==> config.mk <==
export PLATFORM = sky130hd
export DESIGN_NAME = uart_fifo_bridge
export DESIGN_NICKNAME = d
export VERILOG_FILES = /design/src/rtl/uart_fifo_bridge.sv
export SDC_FILE = /design/constraint.sdc
export NUM_CORES = 1
export LEC_CHECK = 0
export CORE_ASPECT_RATIO = 2
export CORE_MARGIN = 2
export CORE_UTILIZATION = 50
export DETAILED_ROUTE_END_ITERATION = 12
export PLACE_DENSITY_LB_ADDON = 0.15
export SLEW_MARGIN = 5
export SYNTH_ARGS = -nofsm -noshare
export SYNTH_HDL_FRONTEND = slang
export SYNTH_SLANG_ARGS = --single-unit
==> constraint.sdc <==
create_clock -name clk -period 2.3 [get_ports clk]
set_clock_uncertainty 0.05 [all_clocks]
set_input_delay 0.345 -clock clk [delete_from_list [all_inputs] [get_ports clk]]
set_output_delay 0.345 -clock clk [all_outputs]
set_load 0.05 [all_outputs]
==> src/rtl/uart_fifo_bridge.sv <==
`default_nettype none
// ============================================================================
// Module   : uart_fifo_bridge
// Purpose  : Host-side TX/RX byte FIFOs in front of a simple UART, with a
//            4-state launch sequencer, RX overflow flag and error counter.
// Revision : 1.0 - initial release
// ============================================================================
module uart_fifo_bridge #(
  parameter int DEPTH = 16,
  parameter int AW    = 4
) (
  input  logic          clk,
  input  logic          rst_n,
  input  logic          tx_valid,
  input  logic [7:0]    tx_data,
  output logic          tx_ready,
  output logic          rx_valid,
  output logic [7:0]    rx_data,
  input  logic          rx_ready,
  output logic          uart_transmit,
  output logic [7:0]    uart_tx_byte,
  input  logic          uart_is_transmitting,
  input  logic          uart_received,
  input  logic [7:0]    uart_rx_byte,
  input  logic          uart_recv_error,
  input  logic          clear,
  output logic [AW:0]   tx_count,
  output logic [AW:0]   rx_count,
  output logic          rx_overflow,
  output logic [7:0]    rx_err_count
);

  localparam logic [AW:0] FULL_COUNT = (AW+1)'(DEPTH);

  typedef enum logic [1:0] {
    ST_IDLE      = 2'd0,
    ST_LAUNCH    = 2'd1,
    ST_WAIT_BUSY = 2'd2,
    ST_WAIT_DONE = 2'd3
  } tx_state_t;

  // Reset: asserts asynchronously, releases two edges after rst_n rises so
  // every flop below leaves reset on the same clk edge.
  logic [1:0] rst_sync_q, rst_sync_d;
  logic       rst_int_n;

  // Synchroniser shift value.
  always_comb rst_sync_d = {rst_sync_q[0], 1'b1};

  // Synchroniser register, cleared directly by the external reset.
  always_ff @(posedge clk or negedge rst_n) begin
    if (!rst_n) rst_sync_q <= 2'b00;
    else        rst_sync_q <= rst_sync_d;
  end

  assign rst_int_n = rst_sync_q[1];

  // ---------------------------------------------------------------- TX side
  logic [7:0]    tx_mem [DEPTH];
  logic [AW-1:0] tx_wr_ptr_q, tx_wr_ptr_d, tx_rd_ptr_q, tx_rd_ptr_d;
  logic [AW:0]   tx_count_q, tx_count_d;
  logic          tx_push, tx_pop;
  tx_state_t     tx_state_q, tx_state_d;
  logic [7:0]    uart_tx_byte_q, uart_tx_byte_d;

  assign tx_ready = (tx_count_q != FULL_COUNT);
  assign tx_push  = tx_valid && tx_ready;

  // Launch sequencer: pop one byte, pulse start, then follow the UART busy line.
  always_comb begin
    tx_state_d     = tx_state_q;
    tx_pop         = 1'b0;
    uart_tx_byte_d = uart_tx_byte_q;
    case (tx_state_q)
      ST_IDLE: begin
        if ((tx_count_q != '0) && !uart_is_transmitting) begin
          tx_pop         = 1'b1;
          uart_tx_byte_d = tx_mem[tx_rd_ptr_q];
          tx_state_d     = ST_LAUNCH;
        end
      end
      ST_LAUNCH:    tx_state_d = ST_WAIT_BUSY;
      ST_WAIT_BUSY: if (uart_is_transmitting)  tx_state_d = ST_WAIT_DONE;
      ST_WAIT_DONE: if (!uart_is_transmitting) tx_state_d = ST_IDLE;
      default:      tx_state_d = ST_IDLE;
    endcase
  end

  // TX pointer and occupancy update; simultaneous push and pop leave the count alone.
  always_comb begin
    tx_wr_ptr_d = tx_push ? tx_wr_ptr_q + AW'(1) : tx_wr_ptr_q;
    tx_rd_ptr_d = tx_pop  ? tx_rd_ptr_q + AW'(1) : tx_rd_ptr_q;
    tx_count_d  = tx_count_q;
    if (tx_push && !tx_pop)      tx_count_d = tx_count_q + (AW+1)'(1);
    else if (tx_pop && !tx_push) tx_count_d = tx_count_q - (AW+1)'(1);
  end

  // TX storage; contents need no reset because the pointers define validity.
  always_ff @(posedge clk) begin
    if (tx_push) tx_mem[tx_wr_ptr_q] <= tx_data;
  end

  assign uart_transmit = (tx_state_q == ST_LAUNCH);
  assign uart_tx_byte  = uart_tx_byte_q;
  assign tx_count      = tx_count_q;

  // ---------------------------------------------------------------- RX side
  logic [7:0]    rx_mem [DEPTH];
  logic [AW-1:0] rx_wr_ptr_q, rx_wr_ptr_d, rx_rd_ptr_q, rx_rd_ptr_d;
  logic [AW:0]   rx_count_q, rx_count_d;
  logic          rx_full, rx_push, rx_pop, rx_drop;
  logic          rx_overflow_q, rx_overflow_d;
  logic [7:0]    rx_err_count_q, rx_err_count_d;

  assign rx_full  = (rx_count_q == FULL_COUNT);
  assign rx_valid = (rx_count_q != '0);
  assign rx_pop   = rx_ready && rx_valid;
  // A full FIFO still accepts a byte when the host frees a slot on the same edge.
  assign rx_push  = uart_received && (!rx_full || rx_pop);
  assign rx_drop  = uart_received && rx_full && !rx_pop;

  // RX pointer and occupancy update.
  always_comb begin
    rx_wr_ptr_d = rx_push ? rx_wr_ptr_q + AW'(1) : rx_wr_ptr_q;
    rx_rd_ptr_d = rx_pop  ? rx_rd_ptr_q + AW'(1) : rx_rd_ptr_q;
    rx_count_d  = rx_count_q;
    if (rx_push && !rx_pop)      rx_count_d = rx_count_q + (AW+1)'(1);
    else if (rx_pop && !rx_push) rx_count_d = rx_count_q - (AW+1)'(1);
  end

  // Status flags: clear takes effect first so a same-cycle event still lands.
  always_comb begin
    rx_overflow_d = rx_overflow_q;
    if (clear)   rx_overflow_d = 1'b0;
    if (rx_drop) rx_overflow_d = 1'b1;
    rx_err_count_d = clear ? 8'd0 : rx_err_count_q;
    if (uart_recv_error && (rx_err_count_d != 8'hFF))
      rx_err_count_d = rx_err_count_d + 8'd1;
  end

  // RX storage.
  always_ff @(posedge clk) begin
    if (rx_push) rx_mem[rx_wr_ptr_q] <= uart_rx_byte;
  end

  assign rx_data      = rx_mem[rx_rd_ptr_q];
  assign rx_count     = rx_count_q;
  assign rx_overflow  = rx_overflow_q;
  assign rx_err_count = rx_err_count_q;

  // All control state, reset from the synchronised reset.
  always_ff @(posedge clk or negedge rst_int_n) begin
    if (!rst_int_n) begin
      tx_state_q     <= ST_IDLE;
      tx_wr_ptr_q    <= '0;
      tx_rd_ptr_q    <= '0;
      tx_count_q     <= '0;
      uart_tx_byte_q <= 8'h00;
      rx_wr_ptr_q    <= '0;
      rx_rd_ptr_q    <= '0;
      rx_count_q     <= '0;
      rx_overflow_q  <= 1'b0;
      rx_err_count_q <= 8'h00;
    end else begin
      tx_state_q     <= tx_state_d;
      tx_wr_ptr_q    <= tx_wr_ptr_d;
      tx_rd_ptr_q    <= tx_rd_ptr_d;
      tx_count_q     <= tx_count_d;
      uart_tx_byte_q <= uart_tx_byte_d;
      rx_wr_ptr_q    <= rx_wr_ptr_d;
      rx_rd_ptr_q    <= rx_rd_ptr_d;
      rx_count_q     <= rx_count_d;
      rx_overflow_q  <= rx_overflow_d;
      rx_err_count_q <= rx_err_count_d;
    end
  end

endmodule
`default_nettype wire

Word-level counts from Yosys, hierarchy flattened
Memories as Yosys holds them, arrays and structs flattened. A register that Yosys moved wholly into a read port is not among the register bits.
Index checks and enable logic that the tools add are counted.
{"block": "classes", "reduce_logical": 27, "n_div": 0, "n_shift": 0, "mux": 18, "n_lt_le_gt_ge": 0, "multipliers": 0, "n_bitwise": 0, "eq_ne": 9, "addsub": 9}
{"op": "$mux W5", "n": 4}
{"op": "$add A4 B1 Y4 const B", "n": 4}
{"op": "$mux W8", "n": 2}
{"op": "$logic_and A1 B1 Y1", "n": 11}
{"op": "$add A5 B1 Y5 const B", "n": 2}
{"op": "$reduce_bool A5 Y1", "n": 2}
{"op": "$sub A5 B1 Y5 const B", "n": 2}
{"op": "$add A8 B1 Y8 const B", "n": 1}
{"op": "$mux W1", "n": 8}
{"op": "$ne A8 B8 Y1 const B", "n": 1}
{"op": "$pmux W2 S4", "n": 1}
{"op": "$logic_not A1 Y1", "n": 7}
{"op": "$mux W2", "n": 3}
{"op": "$ne A2 B2 Y1 const B", "n": 3}
{"op": "$reduce_bool A2 Y1", "n": 3}
{"op": "$eq A5 B5 Y1 const B", "n": 1}
{"op": "$ne A5 B5 Y1 const B", "n": 1}
{"op": "$eq A2 B2 Y1 const B", "n": 2}
{"op": "$reduce_and A3 Y1", "n": 1}
{"op": "$eq A2 B1 Y1 const B", "n": 1}
{"op": "$logic_not A2 Y1", "n": 1}
{"op": "$reduce_and A2 Y1", "n": 1}
{"op": "$logic_or A1 B1 Y1", "n": 1}
{"block": "word_totals", "memories": 2, "latch_bits": 0, "in_bits": 24, "out_inout_bits": 38, "romBits": 0, "mem_bits_rw": 256, "wordCells": 75, "ff_bits": 39}
{"memory": "rx_mem", "depth": 16, "width": 8, "rd": 1, "rd_ports_with_merged_regs": 0, "write_ports": 1, "line_no": "108", "text": "logic [7:0] rx_mem [DEPTH];"}
{"memory": "tx_mem", "depth": 16, "width": 8, "rd": 1, "rd_ports_with_merged_regs": 1, "write_ports": 1, "line_no": "59", "text": "logic [7:0] tx_mem [DEPTH];"}

Logic depth before layout (Yosys ltp)
Gate-level depths: netlist of the first run.
{"block": "depth", "depth_word": 8, "ltp_mapped": 13}

Worst setup path before layout of the first run
OpenSTA, ideal clock, no wires.
{"block": "synth_path", "path_type": "reg2reg", "start": "register tx_count_q[1] (netlist: tx_count[1])", "end": "register tx_count_q[4] (netlist: tx_count[4])", "stages_incl_launch_ff": 12, "path_buffers": 1, "arrival_time_ns": 3.159, "setup_slack_ns": -1.051, "period_less_slack_ns": 3.351, "t_required_ns": 2.108, "path_cell_list": "dfrtp_1 -> nor4_1 -> nand2_1 -> and2_1 -> clkbuf_1 -> ha_1 -> inv_1 -> ha_1 -> a21o_1 -> a21oi_1 -> mux2i_1 -> xnor2_1"}
{"item": "start: declaration", "line_no": "61", "text": "logic [AW:0] tx_count_q, tx_count_d;"}
{"item": "start signal: assignment", "line_no": "168", "text": "tx_count_q <= tx_count_d;"}
{"item": "$ne A5 B5 Y1 (*)", "line_no": "66", "text": "assign tx_ready = (tx_count_q != FULL_COUNT);"}
{"item": "via tx_ready", "line_no": "16", "text": "output logic tx_ready,"}
{"item": "$logic_and A1 B1 Y1 (*)", "line_no": "67", "text": "assign tx_push = tx_valid && tx_ready;"}
{"item": "via tx_push", "line_no": "62", "text": "logic tx_push, tx_pop;"}
{"item": "$logic_not A1 Y1", "line_no": "95", "text": "else if (tx_pop && !tx_push) tx_count_d = tx_count_q - (AW+1)'(1);"}
{"item": "$logic_and A1 B1 Y1", "line_no": "95"}
{"item": "$reduce_bool A2 Y1 (no line)"}
Mark *: on every way through the listed nets, which the timed path passes. The rest lies on a longest branch. The select of a mux whose other input is x is not followed.
A chain may end at the register's enable or synchronous reset.

Worst setup path after layout of the first run
{"block": "layout_path", "start": "register rx_rd_ptr_q[0]", "end": "output rx_data[4]"}
{"block": "layout_via", "elab_chain_len": 1}
{"item": "start: declaration", "line_no": "109", "text": "logic [AW-1:0] rx_wr_ptr_q, rx_wr_ptr_d, rx_rd_ptr_q, rx_rd_ptr_d;"}
{"item": "start signal: assignment", "line_no": "171", "text": "rx_rd_ptr_q <= rx_rd_ptr_d;"}
{"item": "$mem_v2 Z16 W8"}
{"item": "end: declaration", "line_no": "18", "text": "output logic [7:0] rx_data,"}
Every way passes these cells.

==> PnR_summary.wiki, run 1 <==
{| class="wikitable"
! Metric !! Value
|-
| Run status || finished, violations left
|-
| Violations in the final reports || negative setup slack
|-
| CTS tree || done
|-
| Clock input transition at the sequential cells of the worst setup and hold paths || 60 ps
|-
| Hold Startpoint || rst_sync_q[0]
|-
| Max Cap Violations || 0
|-
| Initial antenna violation count || 1
|-
| Largest area contributor in the netlist || sky130_fd_sc_hd__edfxtp_1
|-
| Met3 Use GR || 0.0234
|-
| Yosys cell types || 42
|-
| Start-to-end type of the worst setup path || reg2out
|-
| Clock buffers created by TritonCTS || 26
|-
| Ratio of cells with drive above 1 in the final layout || 0.350
|-
| Nature of the critical path endpoint || output pin
|-
| CORE AREA || 0.0239 mm2
|-
| Area enclosed by the die boundary || 0.0257 mm2
|-
| Maximum clock rate || 0.353 GHz
|-
| Cell count after synthesis || 636
|-
| Hold Violations, Final || 0
|-
| Post-route setup TNS || -5130 ps
|-
| H-tree lvl count || 1
|-
| Die Y || 225 um
|-
| Remaining design rule violation count || 0
|-
| Top-count cell post-synth || sky130_fd_sc_hd__edfxtp_1
|-
| Via count of the first global-routing pass || 6818
|-
| Setup slack of the critical path after layout || -532 ps
|-
| Initial core utilization || 0.510
|-
| Cell Count Post-Placement || 1019
|-
| Static leakage || 5.19 nW
|-
| Remaining number of nets flagged by the antenna check after routing || 0
|-
| Warning count from the yosys run || 0
|-
| Global routing met1 resource utilization || 0.197
|-
| Number of fillers in the final layout || 1682
|-
| Pwr per Cell Area || 1300 mW/mm2
|-
| CTS Root Cell || sky130_fd_sc_hd__clkbuf_16
|-
| Hold worst-path end || rst_sync_q[1]
|-
| Top cells by instance count after synthesis || 256 x sky130_fd_sc_hd__edfxtp_1, 72 x sky130_fd_sc_hd__mux4_2, 47 x sky130_fd_sc_hd__dfrtp_1
|-
| Layout Area Growth over Synthesis || 22.5%
|-
| Tot GR Track Use || 0.209
|-
| Deepest clock path buffer count || 3
|-
| RSZ-0062 raised after global routing || yes
|-
| IO Count || 62
|-
| Filler-free cell count of the finished design || 1076
|-
| Share of the yosys chip area belonging to registers || 0.726
|-
| Final estimated routing congestion in global placement || 0.802
|-
| EDFF count, synth || 256
|-
| Detailed-router iteration count before antenna repair || 5
|-
| Total Routed Length || 25800 um
|-
| Initial DRC count || 297
|-
| Clock latency on the worst-skew pair || 530 ps
|-
| Largest net degree at the start of global routing || 34
|-
| Multi-input logic area || 0.00337 mm2
|-
| Cells on worst reg2reg path || 11
|-
| Met2 usage in global routing || 0.435
|-
| Std cell rows || 80
|-
| Leading cell types by total area after synthesis || sky130_fd_sc_hd__edfxtp_1 63%, sky130_fd_sc_hd__mux4_2 13%, sky130_fd_sc_hd__dfrtp_1 9.6%
|-
| First-pass GRT wire length || 39200 um
|-
| Reg2reg end || rx_count[4]
|-
| Number of register bits inferred by synthesis || 303
|-
| Clock net sink count || 303
|-
| Kind of path behind the tightest hold check || reg2reg
|-
| Critical path data arrival time || 2440 ps
|-
| Post-route clock period utilization || 1.23
|-
| Post-Syn Area per Cell || 19.2 um2
|-
| Post-Synthesis Cell Area || 0.0122 mm2
|-
| Ys async rst share || 0.155
|-
| GR peak layer || met2
|-
| Share of the synthesized area in the top cell type || 0.630
|-
| Required time of the critical path || 1900 ps
|-
| Pre-CTS setup slack || -455 ps
|-
| Category of the worst setup path launch point || flop
|-
| Worst hold slack across all endpoints || 316 ps
|-
| Worst reg2reg startpoint || rx_count[3]
|-
| Top FF cell, synth || sky130_fd_sc_hd__edfxtp_1
|-
| Vias per cell || 5.67
|-
| Max-slew headroom || 0.432
|-
| Net count after synthesis || 686
|-
| IO Port Bufs || 61
|-
| Worst-margin pin slew || 853 ps
|-
| Routed wirelength normalized by instance count || 24.0 um
|-
| Nets || 818
|-
| Shortest period the worst path allows || 2830 ps
|-
| Core utilization of the finished layout || 0.625
|-
| Worst Path Max Fanout || 7
|-
| Reg-to-reg setup timing slack || -420 ps
|-
| Number of instances on the worst hold path || 0
|-
| Setup Viol. Count Final || 15
|-
| Number of max-slew violations in the final report || 0
|-
| Post-DP HPWL || 18800 um
|-
| Total grt overflow || 0
|-
| Worst vdd ir || 0.00101 V
|-
| Horizontal extent of the die || 114 um
|-
| Sequential cell area || 0.00888 mm2
|-
| Vias post-DR || 6103
|}
==> final cells by class <==
cell class,count,area share
Clock inverter,14,0.00996
Multi-Input combinational cell,281,0.226
Sequential cell,303,0.594
Tap cell,287,0.0240
Antenna cell,1,0.000167
Timing Repair Buffer,134,0.0922
Inverter,22,0.00636
Clock buffer,34,0.0476
==> worst max path at each step <==
stage / from / to / slack (ps) / cells past startpoint
after floorplan: rx_count[3] / rx_count[4] / -520 / 11
after global placement: rx_count[3] / rx_count[4] / -370 / 11
after detailed placement: rx_count[3] / rx_count[4] / -450 / 11
after CTS: rx_rd_ptr_q[0] / rx_data[4] / -560 / 5
after global routing: rx_rd_ptr_q[0] / rx_data[4] / -580 / 5
final: rx_rd_ptr_q[0] / rx_data[4] / -530 / 5
==> layout by cell type, fill, tap and decap left out, drive strengths merged, types with 3 or more instances in the layout <==
cell type,count
a21o,4
xor2,9
and2,10
nor2b,5
buf,82
nor2,20
inv,22
nand4,7
a21oi,13
nand2b,3
and3,7
xnor2,18
nor3,5
o21ai,11
edfxtp,256
clkdlybuf4s50,45
mux2,10
mux4,72
ha,24
nor3b,4
nand2,26
clkbuf,34
clkinv,11
dfrtp,47
bufinv,3
o22ai,17
mux2i,3
dlygate4sd2,4
==> metrics by stage <==
step | cell area (um2) | total power, mW
global route | 14900 | 20.3
detailed placement | 13800 | 14.7
floorplan | 12400 | 12.2
global placement | 13800 | 14.4
finish | 14900 | 19.4
CTS | 14900 | 19.5
==> cell families (layout without fill, tap and decap cells) <==
logic type / after synthesis / after routing / synth area share
other: 1 / 2 / 0.000307
DFF: 303 / 303 / 0.726
muxes: 85 / 85 / 0.145
xor gates and xnor gates: 27 / 27 / 0.0194
adders and majority gates: 26 / 26 / 0.0279
AOI/OAI and AO/OA: 48 / 48 / 0.0237
buffers and inverters: 52 / 204 / 0.0172
and+or+nand+nor: 94 / 94 / 0.0405
==> worst max-delay path: stages, from the launching register on <==
cell and delay [ps]:
sky130_fd_sc_hd__dfrtp_2 390, sky130_fd_sc_hd__buf_12 140, sky130_fd_sc_hd__buf_12 140, sky130_fd_sc_hd__mux4_2 560
sky130_fd_sc_hd__mux4_2 500, sky130_fd_sc_hd__buf_6 170
==> layer usage <==
metal,routed length (um),part of all wire
met5,0,0
met4,816,0.032
met3,711,0.028
met2,16100,0.62
met1,8150,0.32
==> sequential cells by signal, summed over array words and instances (netlist names) <==
register      flops
rst_sync_q        2
rx_count          5
rx_err_count      8
rx_mem          128
rx_overflow       1
rx_rd_ptr_q       4
rx_wr_ptr_q       4
tx_count          5
tx_mem          128
tx_rd_ptr_q       4
tx_state_q        2
tx_wr_ptr_q       4
uart_tx_byte      8
==> where the power goes <==
| group | leakage, nW | switching (mW) | internal, mW |
|---|---|---|---|
| combinational | 1.89 | 4.01 | 3.58 |
| clock | 0.433 | 1.89 | 2.53 |
| sequential | 2.87 | 0.587 | 6.78 |
==> timing repair <==
item | 4_1_cts | 5_1_grt
endpoints found under the hold margin | 2 | 0
pin swaps | 8 | 6
gates cloned | 1 | 0
buffers inserted | 4 | 2
setup endpoints to repair | 115 | 182
hold buffers | 1 | 0
gates resized for setup | 39 | 19
Power figures use the tool's default switching activity.
==> inputs of run 2 (changes only) <==
--- a/config.mk
+++ b/config.mk
@@ -6,7 +6,6 @@
 export NUM_CORES = 1
 export LEC_CHECK = 0
 export CORE_ASPECT_RATIO = 2
-export CORE_MARGIN = 2
 export CORE_UTILIZATION = 50
 export DETAILED_ROUTE_END_ITERATION = 12
 export PLACE_DENSITY_LB_ADDON = 0.15
==> run 2 against run 1 <==
The run still ends with negative setup slack left. Power down 0.31%. Setup slack improved by 30 ps. First-iteration DRC count up 26%. Critical endpoint is now rx_data[3]. Combinational power is 1% lower. Count of clock-buffer cells in the layout is 2 higher. Non-clock buffer count is 12 lower.
==> PnR_summary.wiki, run 2 (synthesis gave the netlist of run 1 again) <==
{| class="wikitable"
! Metric !! Value
|-
| Run status || finished, violations left
|-
| Violations in the final reports || negative setup slack
|-
| Shortest period the worst path allows || 2800 ps (-29.8 ps)
|-
| Clock latency on the worst-skew pair || 530 ps (about the same)
|-
| Number of max-slew violations in the final report || 0 (unchanged)
|-
| Start-to-end type of the worst setup path || reg2out
|-
| RSZ-0062 raised after global routing || yes
|-
| Critical path data arrival time || 2410 ps (-30 ps)
|-
| Setup slack of the critical path after layout || -502 ps (+29.8 ps)
|-
| First-pass GRT wire length || 39300 um (+0.28%)
|-
| Clock buffers created by TritonCTS || 26 (unchanged)
|-
| Timing endpoint of the critical path || rx_data[3]
|-
| Category of the worst setup path launch point || flop
|-
| IO Count || 62 (unchanged)
|-
| Nets || 806 (-1.5%)
|-
| Worst reg2reg startpoint || rx_count[1]
|-
| Horizontal extent of the die || 112 um (-1.7%)
|-
| Largest incremental delay on the critical path || 530 ps (-30 ps)
|-
| Worst-margin pin slew || 942 ps (+89.3 ps)
|-
| Via count of the first global-routing pass || 6843 (+0.37%)
|-
| Worst Path Max Fanout || 6 (-1)
|-
| Maximum clock rate || 0.357 GHz (+1.1%)
|-
| Routed wirelength normalized by instance count || 23.8 um (-0.49%)
|-
| Total grt overflow || 0 (unchanged)
|-
| Layout Area Growth over Synthesis || 21.7%
|-
| Met3 Use GR || 0.0228 (-0.000580)
|-
| CTS tree || done
|-
| Post-detailed-placement cell area || 0.0137 mm2 (-0.45%)
|-
| Vias post-DR || 6116 (+0.21%)
|-
| GR peak layer || met2
|-
| CTS Root Cell || sky130_fd_sc_hd__clkbuf_16
|-
| Vias per cell || 5.75 (+1.3%)
|-
| Deepest clock path buffer count || 3 (unchanged)
|-
| Post-DP HPWL || 17800 um (-5.2%)
|-
| Final estimated routing congestion in global placement || 0.771 (-3.9%)
|-
| Startpoint of the worst setup timing path || rx_rd_ptr_q[0]
|-
| Remaining number of nets flagged by the antenna check after routing || 0 (unchanged)
|-
| Initial antenna violation count || 1 (unchanged)
|-
| Static leakage || 5.14 nW (-1.0%)
|-
| Global routing met1 resource utilization || 0.208 (+0.0107)
|-
| H-tree lvl count || 1 (unchanged)
|-
| CORE AREA || 0.0239 mm2 (unchanged)
|-
| Post-route clock period utilization || 1.22 (-0.0130)
|-
| Met2 usage in global routing || 0.436 (+0.00119)
|-
| Critical path, cell by cell || buf_12 -> clkbuf_16 -> mux4_2 -> mux4_2 -> buf_6
|-
| Area enclosed by the die boundary || 0.0251 mm2 (-2.6%)
|-
| Nature of the critical path endpoint || output pin
|-
| Setup Viol. Count Final || 46 (+31)
|-
| Leading registers by flop count || rx_mem: 128 flops, tx_mem: 128 flops
|-
| Initial DRC count || 374 (+26%)
|-
| Std cell rows || 80 (unchanged)
|-
| Max-slew headroom || 0.370 (-0.0619)
|-
| Reg2reg end || rx_count[4]
|-
| Total Routed Length || 25400 um (-1.6%)
|-
| Worst vdd ir || 0.000875 V (-13%)
|-
| Crit path top cell by count || sky130_fd_sc_hd__mux4_2
|-
| Reg-to-reg setup timing slack || -430 ps (about the same)
|-
| Clock input transition at the sequential cells of the worst setup and hold paths || 70 ps (about the same)
|-
| Die Y || 223 um (-0.89%)
|-
| Number of fillers in the final layout || 1669 (-0.77%)
|-
| Ratio of cells with drive above 1 in the final layout || 0.336 (-0.0139)
|-
| Hold Violations, Final || 0 (unchanged)
|-
| Kind of path behind the tightest hold check || reg2async
|-
| Required time of the critical path || 1900 ps (about the same)
|-
| Largest net degree at the start of global routing || 36 (+5.9%)
|-
| Post-route setup TNS || -5420 ps (-296 ps)
|-
| Pwr per Cell Area || 1300 mW/mm2 (+0.31%)
|-
| Remaining design rule violation count || 0 (unchanged)
|-
| Cells on worst reg2reg path || 11 (unchanged)
|-
| Commonest non-fill, non-tap cell in the layout || sky130_fd_sc_hd__edfxtp_1
|-
| Total non-filler cell area in the finished layout || 0.0149 mm2 (-0.62%)
|-
| Clock net sink count || 303 (unchanged)
|-
| IO Port Bufs || 61 (unchanged)
|-
| Detailed-router iteration count before antenna repair || 4 (-1)
|-
| Most used cells in the layout excluding fill and tap cells || 256 x sky130_fd_sc_hd__edfxtp_1, 72 x sky130_fd_sc_hd__mux4_2, 45 x sky130_fd_sc_hd__clkdlybuf4s50_1
|-
| Initial core utilization || 0.510 (unchanged)
|-
| Highest-delay cell along the critical path || sky130_fd_sc_hd__mux4_2
|-
| Max Cap Violations || 0 (unchanged)
|-
| Tot GR Track Use || 0.213 (+0.00418)
|}
## run 2: changes by cell type in the layout (fill, tap and decap cells not counted), sizes merged
cell / before / now
dlygate4sd2: 4 / 3
clkinvlp: 0 / 3
dlymetal6s2s: 2 / 3
clkinv: 11 / 6
buf: 82 / 68
clkbuf: 34 / 38
## run 2: layer usage
layer	routed length, um	up-vias
met5	0	-
li1	-	2738
met4	980	0
met3	763	56
met1	8180	3181
met2	15400	141
## run 2: worst min path at each step
stage                             start             to  slack [ps]
after floorplan                   rst_n  rst_sync_q[0]        -0.6
after global placement    rst_sync_q[1]    rx_overflow         230
after detailed placement  rst_sync_q[1]    rx_overflow         230
after CTS                 rst_sync_q[1]    rx_overflow         230
after global routing      rst_sync_q[1]    rx_overflow         260
final                     rst_sync_q[1]    rx_overflow         220
## run 2: timing repair
action | CTS | global route
endpoints found under the setup margin | 114 | 210
buffers inserted | 7 | 4
gates cloned | 1 | 1
pin swaps | 10 | 11
hold buffers | 1 | 0
hold endpoints to repair | 2 | 0
resized for setup | 29 | 34
## run 2: area by class of cell
class                      instances  area, um2  area share
clock inverter                    12        141     0.00952
timing repair buffer             122       1290      0.0868
tap                              287        359      0.0242
multi-input combinational        281       3360       0.226
sequential                       303       8880       0.598
inverter                          22       92.6     0.00623
antenna                            1       2.50    0.000168
clock buffer                      36        729      0.0491
## run 2: worst max-delay path: cells and delay by family, from the launching register on
family | cells | cell delay, ps
buffers and inverters | 3 | 470
muxes | 2 | 1020
DFF | 1 | 370
## run 2: power breakdown
group          switching (mW)  total, mW  internal, mW
sequential              0.568       7.35          6.78
clock                    1.90       4.46          2.56
combinational            3.94       7.51          3.57
## run 2: per-stage QoR
step | std cells | setup WS (ps) | hold slack [ps] | utilization | power (mW)
3_3_place_gp | 1009 | -350 | 234 | 0.574 | 14.4
4_1_cts | 1066 | -545 | 231 | 0.619 | 19.4
6_report | 1064 | -502 | 219 | 0.621 | 19.3
2_1_floorplan | 636 | -522 | -0.591 | - | 12.2
3_5_place_dp | 1009 | -421 | 234 | 0.574 | 14.6
5_1_grt | 1064 | -548 | 260 | 0.621 | 20.2
